--- config.mk ---
export PLATFORM = sky130hd
export DESIGN_NAME = addsub_share_arbiter_flat
export DESIGN_NICKNAME = d
export VERILOG_FILES = /design/src/rtl/addsub_share_arbiter_if.sv /design/src/rtl/addsub_share_arbiter.sv /design/src/flat_wrapper.sv
export SDC_FILE = /design/constraint.sdc
export NUM_CORES = 1
export LEC_CHECK = 0
export CORE_ASPECT_RATIO = 0.8
export CORE_MARGIN = 8
export CORE_UTILIZATION = 30
export CTS_CLUSTER_SIZE = 30
export DETAILED_ROUTE_END_ITERATION = 8
export PLACE_DENSITY_LB_ADDON = 0.05
export SLEW_MARGIN = 20
export SYNTH_ARGS = -nofsm -noshare
export SYNTH_HDL_FRONTEND = slang
export SYNTH_SLANG_ARGS = --single-unit
--- constraint.sdc ---
create_clock -name clk -period 4.5 [get_ports clk]
set_clock_uncertainty 0.15 [all_clocks]
set_input_delay 1.35 -clock clk [delete_from_list [all_inputs] [get_ports clk]]
set_output_delay 1.35 -clock clk [all_outputs]
set_load 0.005 [all_outputs]
--- src/rtl/addsub_share_arbiter_if.sv ---
// addsub_share_arbiter_if
//   Bundles the request and response channels of addsub_share_arbiter.
//   Handshake: a transfer happens on a channel in every cycle where both
//   its valid and its ready are high. A requester keeps req_valid[i] and
//   its operands stable until req_ready[i] is seen. The arbiter keeps
//   rsp_* stable while rsp_valid is high and rsp_ready is low.
//   Signals:
//     req_valid  NREQ    requester i has an operation pending
//     req_ready  NREQ    one-hot grant from the arbiter
//     req_a      NREQ*N  operand A, requester i in [i*N +: N]
//     req_b      NREQ*N  operand B, packed like req_a
//     req_sub    NREQ    1 = A-B, 0 = A+B
//     rsp_valid  1       response register holds a result
//     rsp_ready  1       consumer takes the response this cycle
//     rsp_id     IW      requester that issued the operation
//     rsp_result N       adder sum
//     rsp_cout   1       adder carry out (sub: 1 = no borrow)
//     rsp_zero   1       result == 0
//     rsp_neg    1       result MSB
//     rsp_ovf    1       signed overflow
//   Modports: master = requesters plus response consumer, slave = arbiter.
interface addsub_share_arbiter_if #(
  parameter int N    = 4,
  parameter int NREQ = 2
);
  localparam int IW = (NREQ > 1) ? $clog2(NREQ) : 1;

  logic [NREQ-1:0]   req_valid;
  logic [NREQ-1:0]   req_ready;
  logic [NREQ*N-1:0] req_a;
  logic [NREQ*N-1:0] req_b;
  logic [NREQ-1:0]   req_sub;
  logic              rsp_valid;
  logic              rsp_ready;
  logic [IW-1:0]     rsp_id;
  logic [N-1:0]      rsp_result;
  logic              rsp_cout;
  logic              rsp_zero;
  logic              rsp_neg;
  logic              rsp_ovf;

  modport master (
    output req_valid, req_a, req_b, req_sub, rsp_ready,
    input  req_ready, rsp_valid, rsp_id, rsp_result, rsp_cout,
           rsp_zero, rsp_neg, rsp_ovf
  );

  modport slave (
    input  req_valid, req_a, req_b, req_sub, rsp_ready,
    output req_ready, rsp_valid, rsp_id, rsp_result, rsp_cout,
           rsp_zero, rsp_neg, rsp_ovf
  );
endinterface

--- src/rtl/addsub_share_arbiter.sv ---
// addsub_share_arbiter
//   Shares one ripple add/sub slice between NREQ requesters using
//   round-robin arbitration. The granted operation is computed in the grant
//   cycle and registered, together with its flags and requester ID, into a
//   single response register (1-cycle latency, full throughput because the
//   register may drain and refill in the same cycle).
//   Ports:
//     clk          rising-edge clock
//     rst_n        synchronous reset, active low
//     bus          addsub_share_arbiter_if slave modport (request/response)
//     dbg_state_o  response FSM state (0 = EMPTY, 1 = FULL)
module addsub_share_arbiter #(
  parameter int N    = 4,
  parameter int NREQ = 2
) (
  input  logic                   clk,
  input  logic                   rst_n,
  addsub_share_arbiter_if.slave  bus,
  output logic [0:0]             dbg_state_o
);
  localparam int IW = (NREQ > 1) ? $clog2(NREQ) : 1;

  localparam logic [0:0] ST_EMPTY = 1'b0;
  localparam logic [0:0] ST_FULL  = 1'b1;

  logic [0:0]    state_q, state_d;
  logic [IW-1:0] ptr_q, ptr_d;
  logic [IW-1:0] id_q, id_d;
  logic [N-1:0]  result_q, result_d;
  logic          cout_q, cout_d;
  logic          zero_q, zero_d;
  logic          neg_q, neg_d;
  logic          ovf_q, ovf_d;

  logic          can_accept;
  logic          grant_vld;
  logic [IW-1:0] grant_idx;
  logic [IW:0]   scan_sum;
  logic [IW-1:0] scan_idx;

  logic [N-1:0]  a_sel, b_sel;
  logic          sub_sel;
  logic [N-1:0]  sum;
  logic          carry;
  logic          b_eff;
  logic          ovf;

  // The response register can take a new result if it is empty or is being
  // drained this very cycle.
  assign can_accept = (state_q == ST_EMPTY) | bus.rsp_ready;

  // Round-robin scan starting at ptr. The sum is one bit wider than the
  // pointer so the wrap works for any NREQ, not only powers of two.
  always_comb begin
    grant_vld = 1'b0;
    grant_idx = '0;
    scan_sum  = '0;
    scan_idx  = '0;
    for (int k = 0; k < NREQ; k++) begin
      scan_sum = {1'b0, ptr_q} + (IW+1)'(k);
      if (scan_sum >= (IW+1)'(NREQ)) scan_sum = scan_sum - (IW+1)'(NREQ);
      scan_idx = scan_sum[IW-1:0];
      if (!grant_vld && bus.req_valid[scan_idx]) begin
        grant_vld = 1'b1;
        grant_idx = scan_idx;
      end
    end
    if (!rst_n || !can_accept) grant_vld = 1'b0;
  end

  always_comb begin
    bus.req_ready = '0;
    if (grant_vld) bus.req_ready[grant_idx] = 1'b1;
  end

  // Operand mux from the granted requester.
  always_comb begin
    a_sel   = '0;
    b_sel   = '0;
    sub_sel = 1'b0;
    for (int i = 0; i < NREQ; i++) begin
      if (grant_idx == IW'(i)) begin
        a_sel   = bus.req_a[i*N +: N];
        b_sel   = bus.req_b[i*N +: N];
        sub_sel = bus.req_sub[i];
      end
    end
  end

  // Ripple add/sub slice: subtraction is A + ~B + 1, so D doubles as the
  // carry-in and the B inverter control.
  always_comb begin
    sum   = '0;
    b_eff = 1'b0;
    carry = sub_sel;
    for (int i = 0; i < N; i++) begin
      b_eff  = b_sel[i] ^ sub_sel;
      sum[i] = a_sel[i] ^ b_eff ^ carry;
      carry  = (a_sel[i] & b_eff) | (carry & (a_sel[i] ^ b_eff));
    end
  end

  always_comb begin
    if (sub_sel)
      ovf = (a_sel[N-1] != b_sel[N-1]) & (sum[N-1] != a_sel[N-1]);
    else
      ovf = (a_sel[N-1] == b_sel[N-1]) & (sum[N-1] != a_sel[N-1]);
  end

  always_comb begin
    state_d  = state_q;
    ptr_d    = ptr_q;
    id_d     = id_q;
    result_d = result_q;
    cout_d   = cout_q;
    zero_d   = zero_q;
    neg_d    = neg_q;
    ovf_d    = ovf_q;
    if (grant_vld) begin
      state_d  = ST_FULL;
      ptr_d    = (grant_idx == IW'(NREQ-1)) ? '0 : grant_idx + IW'(1);
      id_d     = grant_idx;
      result_d = sum;
      cout_d   = carry;
      zero_d   = (sum == '0);
      neg_d    = sum[N-1];
      ovf_d    = ovf;
    end else if (bus.rsp_ready) begin
      state_d = ST_EMPTY;
    end
  end

  always_ff @(posedge clk) begin
    if (!rst_n) begin
      state_q  <= ST_EMPTY;
      ptr_q    <= '0;
      id_q     <= '0;
      result_q <= '0;
      cout_q   <= 1'b0;
      zero_q   <= 1'b0;
      neg_q    <= 1'b0;
      ovf_q    <= 1'b0;
    end else begin
      state_q  <= state_d;
      ptr_q    <= ptr_d;
      id_q     <= id_d;
      result_q <= result_d;
      cout_q   <= cout_d;
      zero_q   <= zero_d;
      neg_q    <= neg_d;
      ovf_q    <= ovf_d;
    end
  end

  assign bus.rsp_valid  = (state_q == ST_FULL);
  assign bus.rsp_id     = id_q;
  assign bus.rsp_result = result_q;
  assign bus.rsp_cout   = cout_q;
  assign bus.rsp_zero   = zero_q;
  assign bus.rsp_neg    = neg_q;
  assign bus.rsp_ovf    = ovf_q;
  assign dbg_state_o    = state_q;
endmodule

--- src/flat_wrapper.sv ---
// flat-port wrapper written by rule: the top's interface ports become plain ports
module addsub_share_arbiter_flat 
#(
  parameter int N    = 4,
  parameter int NREQ = 2
)
  (clk, rst_n, dbg_state_o, bus_req_valid, bus_req_a, bus_req_b, bus_req_sub, bus_rsp_ready, bus_req_ready, bus_rsp_valid, bus_rsp_id, bus_rsp_result, bus_rsp_cout, bus_rsp_zero, bus_rsp_neg, bus_rsp_ovf);
  addsub_share_arbiter_if #(.N(N), .NREQ(NREQ)) bus_i ();
  input  logic clk;
  input  logic rst_n;
  output logic [0:0] dbg_state_o;
  input wire logic [$bits(bus_i.req_valid)-1:0] bus_req_valid;
  input wire logic [$bits(bus_i.req_a)-1:0] bus_req_a;
  input wire logic [$bits(bus_i.req_b)-1:0] bus_req_b;
  input wire logic [$bits(bus_i.req_sub)-1:0] bus_req_sub;
  input wire logic [$bits(bus_i.rsp_ready)-1:0] bus_rsp_ready;
  output wire logic [$bits(bus_i.req_ready)-1:0] bus_req_ready;
  output wire logic [$bits(bus_i.rsp_valid)-1:0] bus_rsp_valid;
  output wire logic [$bits(bus_i.rsp_id)-1:0] bus_rsp_id;
  output wire logic [$bits(bus_i.rsp_result)-1:0] bus_rsp_result;
  output wire logic [$bits(bus_i.rsp_cout)-1:0] bus_rsp_cout;
  output wire logic [$bits(bus_i.rsp_zero)-1:0] bus_rsp_zero;
  output wire logic [$bits(bus_i.rsp_neg)-1:0] bus_rsp_neg;
  output wire logic [$bits(bus_i.rsp_ovf)-1:0] bus_rsp_ovf;
  assign bus_i.req_valid = bus_req_valid;
  assign bus_i.req_a = bus_req_a;
  assign bus_i.req_b = bus_req_b;
  assign bus_i.req_sub = bus_req_sub;
  assign bus_i.rsp_ready = bus_rsp_ready;
  assign bus_req_ready = bus_i.req_ready;
  assign bus_rsp_valid = bus_i.rsp_valid;
  assign bus_rsp_id = bus_i.rsp_id;
  assign bus_rsp_result = bus_i.rsp_result;
  assign bus_rsp_cout = bus_i.rsp_cout;
  assign bus_rsp_zero = bus_i.rsp_zero;
  assign bus_rsp_neg = bus_i.rsp_neg;
  assign bus_rsp_ovf = bus_i.rsp_ovf;
  addsub_share_arbiter #(.N(N), .NREQ(NREQ)) u_core (.clk(clk), .rst_n(rst_n), .bus(bus_i), .dbg_state_o(dbg_state_o));
endmodule
# --- Word level (Yosys, flattened, before mapping) ---
# Cells that the tools add are included.
word_totals:
  regBits: 11
  in_bits: 23
  output_inout_bits: 13
  elab_cells: 78
op_classes:
  n_reduce_logical: 8
  muxes: 21
  order_cmp: 6
  n_eq_ne: 3
  bitwise: 28
  add_sub_neg: 4
op_table:
  columns: ["operator", "n"]
  rows:
  - ["1-bit 2-to-1 mux", 17]
  - ["1-bit XOR", 12]
  - ["1-bit bitwise AND", 10]
  - ["4-bit 2-to-1 mux", 2]
  - ["1-bit by 2-bit < comparator with 1-bit output (second input constant)", 3]
  - ["1-bit bitwise OR", 5]
  - ["4-bit logical NOT", 1]
  - ["1-bit logical NOT", 3]
  - ["1-bit by 1-bit adder with 2-bit output (second input constant)", 1]
  - ["1-bit by 2-bit greater-or-equal comparator with 1-bit output (second input constant)", 1]
  - ["2-bit greater-or-equal comparator (second input constant)", 1]
  - ["1-bit logical AND", 2]
  - ["2-bit 2-to-1 mux", 1]
  - ["1-bit != test", 2]
  - ["2-bit nonzero test", 1]
  - ["1-bit subtractor (second input constant)", 2]
  - ["1-bit adder (second input constant)", 1]
  - ["1-bit demux with 1-bit select", 1]
  - ["1-bit == test", 1]
  - ["1-bit greater-or-equal comparator (second input constant)", 1]
  - ["1-bit logical OR", 1]
  - ["1-bit inverter", 1]

# --- Longest topological paths before layout ---
# Gate-level depths: netlist of run 1.
logic_depth:
  depth_word: 21
  mapped_depth: 12
  depth_no_buf: 11

# --- Worst setup path before layout of run 1 ---
# Ideal clock, no wire load.
synth_path:
  kind: "input-to-reg"
  start: "in bus_req_valid[0]"
  end: "reg u_core.zero_q, in the netlist u_core.bus.rsp_zero"
  arrival_ns: 4.078
  setup_time_ns: 0.070
  path_buffers: 1
  required_ns: 4.280
  stages: 11
  path_slack_ns: 0.202
  cell_sequence: "nand2b_1 -> nand2_1 -> buf_2 -> mux2_2 -> fa_1 -> fa_1 -> fa_1 -> or3_1 -> nor3_1 -> nand3_1 -> a21boi_1"
synth_via:
  elab_chain_len: 17
  word_cells_on_any_way: 36
  classes_between: "mux (12); bitwise (21); reduce/logical (3)"
synth_lines:
  columns: ["element", "line_no", "source"]
  rows:
  - ["start: declaration", "flat_wrapper.sv:12", "input wire logic [$bits(bus_i.req_valid)-1:0] bus_req_valid;"]
  - ["1-bit 2-to-1 mux (implied by the code) (2 in a row)", "addsub_share_arbiter.sv:63", "if (!grant_vld && bus.req_valid[scan_idx]) begin"]
  - ["1-bit 2-to-1 mux", "addsub_share_arbiter.sv:63", null]
  - ["1-bit logical NOT", "addsub_share_arbiter.sv:63", null]
  - ["1-bit logical AND", "addsub_share_arbiter.sv:63", null]
  - ["1-bit 2-to-1 mux (*)", "addsub_share_arbiter.sv:63", null]
  - ["4-bit 2-to-1 mux or 1-bit 2-to-1 mux (tied branches)", "addsub_share_arbiter.sv:82", "if (grant_idx == IW'(i)) begin"]
  - ["1-bit XOR", "addsub_share_arbiter.sv:97", "b_eff = b_sel[i] ^ sub_sel;"]
  - ["1-bit XOR", "addsub_share_arbiter.sv:99", "carry = (a_sel[i] & b_eff) | (carry & (a_sel[i] ^ b_eff));"]
  - ["1-bit bitwise AND", "addsub_share_arbiter.sv:99", null]
  - ["1-bit bitwise OR", "addsub_share_arbiter.sv:99", null]
  - ["1-bit bitwise AND", "addsub_share_arbiter.sv:99", null]
  - ["1-bit bitwise OR", "addsub_share_arbiter.sv:99", null]
  - ["1-bit bitwise AND", "addsub_share_arbiter.sv:99", null]
  - ["1-bit bitwise OR", "addsub_share_arbiter.sv:99", null]
  - ["1-bit XOR (*)", "addsub_share_arbiter.sv:98", "sum[i] = a_sel[i] ^ b_eff ^ carry;"]
  - ["net u_core.sum[3]", "addsub_share_arbiter.sv:43", "logic [N-1:0] sum;"]
  - ["4-bit logical NOT (*)", "addsub_share_arbiter.sv:125", "zero_d = (sum == '0);"]
  - ["end signal: assignment", "addsub_share_arbiter.sv:149", "zero_q <= zero_d;"]
  - ["end: declaration", "addsub_share_arbiter.sv:31", "logic zero_q, zero_d;"]
# The timed path passes the listed nets; every way through them passes the cells marked *. The select of a mux whose other input is x is not followed.
# A chain may end at the register's enable or synchronous reset.

# --- Worst setup path after layout of run 1 ---
layout_path:
  start: "in bus_req_valid[1]"
  end: "out bus_req_ready[1]"
layout_via:
  elab_chain_len: 11
  word_cells_on_any_way: 17
  classes_between: "order compare (2); mux (12); reduce/logical (3)"
layout_lines:
  columns: ["element", "line_no", "source"]
  rows:
  - ["1-bit 2-to-1 mux (implied by the code) (2 in a row)", "addsub_share_arbiter.sv:63", null]
  - ["1-bit 2-to-1 mux", "addsub_share_arbiter.sv:63", null]
  - ["1-bit logical NOT", "addsub_share_arbiter.sv:63", null]
  - ["1-bit logical AND", "addsub_share_arbiter.sv:63", null]
  - ["1-bit 2-to-1 mux", "addsub_share_arbiter.sv:63", null]
  - ["1-bit by 2-bit < comparator with 1-bit output (implied by the code) or 1-bit greater-or-equal comparator (tied branches)", "addsub_share_arbiter.sv:73", "if (grant_vld) bus.req_ready[grant_idx] = 1'b1;"]
  - ["1-bit logical AND (implied by the code)", "addsub_share_arbiter.sv:73", null]
  - ["1-bit 2-to-1 mux (implied by the code)", "addsub_share_arbiter.sv:73", null]
  - ["1-bit demux with 1-bit select", null, null]
  - ["2-bit 2-to-1 mux (*)", "addsub_share_arbiter.sv:73", null]
  - ["end: declaration", "flat_wrapper.sv:17", "output wire logic [$bits(bus_i.req_ready)-1:0] bus_req_ready;"]
# Every way passes the cells marked *; elsewhere a longest branch is shown, timed or not. The select of a mux whose other input is x is not followed.

==> results.json, run 1 <==
{
  "status": "finished, final reports clean",
  "synthSimpleGateAreaFrac": 0.216,
  "fillers": 250,
  "core_area_um2": 2360,
  "cts_buffers": 3,
  "critPathRequiredTime_ns": 3.00,
  "hold_slack_ns": 0.306,
  "drcViolationCount": 0,
  "cp-start-kind": "input pin",
  "hold_buffers": 0,
  "num_io_pins": 36,
  "endpoint": "bus_req_ready[1]",
  "drt_iter0_markers": 41,
  "vias_per_cell": 4.69,
  "clkTransAtPathRegs_ns": 0.06,
  "layout.nets": 155,
  "grt_max_degree": 10,
  "ctsHtreeMaxLevel": 1,
  "startpoint": "bus_req_valid[1]",
  "min-delay-start": "u_core.bus.rsp_id",
  "reg2reg_depth": 12,
  "avgSynthCellArea_um2": 8.71,
  "synth-compound-area-share": 0.192,
  "yosysWarnings": 0,
  "fp-row-count": 16,
  "r2r-end": "u_core.bus.rsp_zero",
  "n_antenna_cell": 0,
  "synthXorXnorAreaFrac": 0.0969,
  "synth_nets": 109,
  "detail-route-antenna-nets": 0,
  "ys_seq_area_frac": 0.277,
  "ys_ff_latch": 10,
  "synthMuxAreaShare": 0.0761,
  "critPathKind": "input pin to primary output",
  "drv_slew": 0,
  "grt_pass1_wl_um": 3090,
  "antenna_found_initial": 0,
  "grt_overflow": 0,
  "dr.pass1.iters": 4,
  "wire_per_inst_um": 12.6,
  "die_h_um": 59.9,
  "routed_wl_um": 1940,
  "critPathArrivalTime_ns": 2.95,
  "cts_resized": 0,
  "rsz0062_at_grt": "true",
  "syn-cell-area_um2": 723,
  "final_common_cell": "clkdlybuf4s50_1",
  "fin_crit_sh": 0.989,
  "worstHoldPathType": "flop to flop",
  "vias": 723,
  "netlist-cell-type-count": 34,
  "gp_congestion": 0.809,
  "period_needed_ns": 4.45,
  "start_util": 0.306,
  "cts_tree": "built",
  "cp-end-kind": "primary output",
  "seqCellArea_um2": 200,
  "holdPathStages": 2,
  "cts-root-buf": "clkbuf_4",
  "r2r-start": "u_core.ptr_q",
  "grt.total_usage": 0.0921,
  "die-area_um2": 4250,
  "p_per_area_nw_per_um2": 255,
  "synth-adder-area-share": 0.0830,
  "synth_top_family_by_area": "simple AND/OR/NAND/NOR gates",
  "p_leak_nw": 0.494,
  "multi_input_area_um2": 483,
  "cts_setup_buffers": 0,
  "layout_common_cells": "clkdlybuf4s50_1, nand2_1, buf_4",
  "hold_viol_final": 0,
  "fmax_mhz": 225,
  "drive_gt1_frac": 0.197,
  "cap_violations": 0,
  "dpl.hpwl_um": 1690,
  "io_buffer_count": 35,
  "clk_path_buf_depth": 2,
  "syn_inst": 83,
  "relSlewSlack": 0.793,
  "reg2reg_slack_ns": 1.35,
  "clk_latency_ns": 0.26,
  "tns_ns": 0,
  "die_w_um": 70.9,
  "finalSetupViolCount": 0,
  "vdd_ir_drop_max_uv": 149,
  "clock-sinks": 10,
  "worst_slew_pin_slew_ns": 0.311,
  "worstPathMaxFanout": 6,
  "area_delta_synth_final_pct": 63.5,
  "grt_pass1_vias": 698
}
==> stage by stage <==
step | cells | worst slack (ns) | total power [mW] | instance area, um2 | util
final | 154 | 0.0499 | 0.301 | 1180 | 0.501
after global routing | 154 | -0.0222 | 0.328 | 1180 | 0.501
after CTS | 154 | 0.0534 | 0.308 | 1180 | 0.498
after detailed placement | 151 | -0.106 | 0.246 | 1150 | 0.489
after global placement | 151 | -0.0478 | 0.246 | 1150 | 0.489
after floorplan | 83 | 0.202 | 0.175 | 723 | -
==> flip-flops by register name, summed over array words and instances (netlist names) <==
signal / count
u_core.bus.rsp_valid: 1
u_core.bus.rsp_zero: 1
u_core.bus.rsp_ovf: 1
u_core.ptr_q: 1
u_core.bus.rsp_cout: 1
u_core.bus.rsp_id: 1
u_core.bus.rsp_result: 4
==> cell families (layout without fill, tap and decap cells) <==
kind of cell | after synthesis | after routing
adders and majority gates | 3 | 3
xor gates and xnor gates | 8 | 8
AOI/OAI and AO/OA | 18 | 18
buffers and inverters | 7 | 51
DFF | 10 | 10
muxes | 5 | 5
and+or+nand+nor | 32 | 32
==> per-layer routing <==
layer	GRT usage	vias to the layer above	part of all wire
met5	0	-	0
met4	0	0	0
met3	0.0586	0	0.11
met2	0.149	28	0.45
met1	0.106	320	0.44
li1	-	375	-
==> Yosys cell counts (all sizes together) <==
cell type / number / area (um2)
a211oi: 1 / 7.51
a21boi: 7 / 56.3
a21o: 2 / 16.3
a21oi: 1 / 5.00
a22oi: 2 / 15.0
and2b: 1 / 10.0
buf: 4 / 31.3
clkbuf: 1 / 3.75
dfxtp: 10 / 200
fa: 3 / 60.1
inv: 2 / 7.51
mux2: 4 / 45.0
mux2i: 1 / 10.0
nand2: 14 / 52.6
nand2b: 1 / 6.26
nand3: 5 / 25.0
nand4: 1 / 6.26
nor2: 4 / 20.0
nor2b: 3 / 18.8
nor3: 1 / 5.00
o211a: 1 / 10.0
o21ai: 2 / 10.0
o221ai: 1 / 8.76
o31a: 1 / 10.0
or2: 1 / 6.26
or3: 1 / 6.26
xnor2: 3 / 26.3
xor2: 5 / 43.8
==> how the worst min path moves through the flow <==
stage	to	slack [ns]
2_1_floorplan	u_core.bus.rsp_zero	0.30
3_3_place_gp	u_core.bus.rsp_id	0.30
3_5_place_dp	u_core.bus.rsp_id	0.30
4_1_cts	u_core.bus.rsp_id	0.31
5_1_grt	u_core.bus.rsp_zero	0.33
6_report	u_core.bus.rsp_id	0.31
==> critical path: stages <==
cell,delay (ns)
clkdlybuf4s50_1,0.49
buf_4,0.15
nor2_2,0.05
nor2_2,0.15
nand4_1,0.16
inv_1,0.09
clkdlybuf4s50_1,0.50
==> area by class of cell <==
class                      count  area share
sequential                    10       0.169
timing repair buffer          46       0.368
clock buffer                   3      0.0190
tap                           27      0.0286
multi-input combinational     66       0.408
inverter                       2     0.00635
==> report_power, final <==
group	internal, mW	switching [mW]
Clock	0.0308	0.0281
Sequential	0.0993	0.00556
Combinational	0.0824	0.0552
Total	0.213	0.0889
Note: power is estimated with default switching activity, not from simulation.
==> run 2: changes to the inputs <==
- SLEW_MARGIN: 20 -> default
==> results of run 2 <==
No change in the layout: final DEF, timing and power equal those of run 1.
==> run 3: changes to the inputs <==
- CTS_CLUSTER_DIAMETER: default -> 40
==> results of run 3 <==
No change in the layout: final DEF, timing and power equal those of run 1.
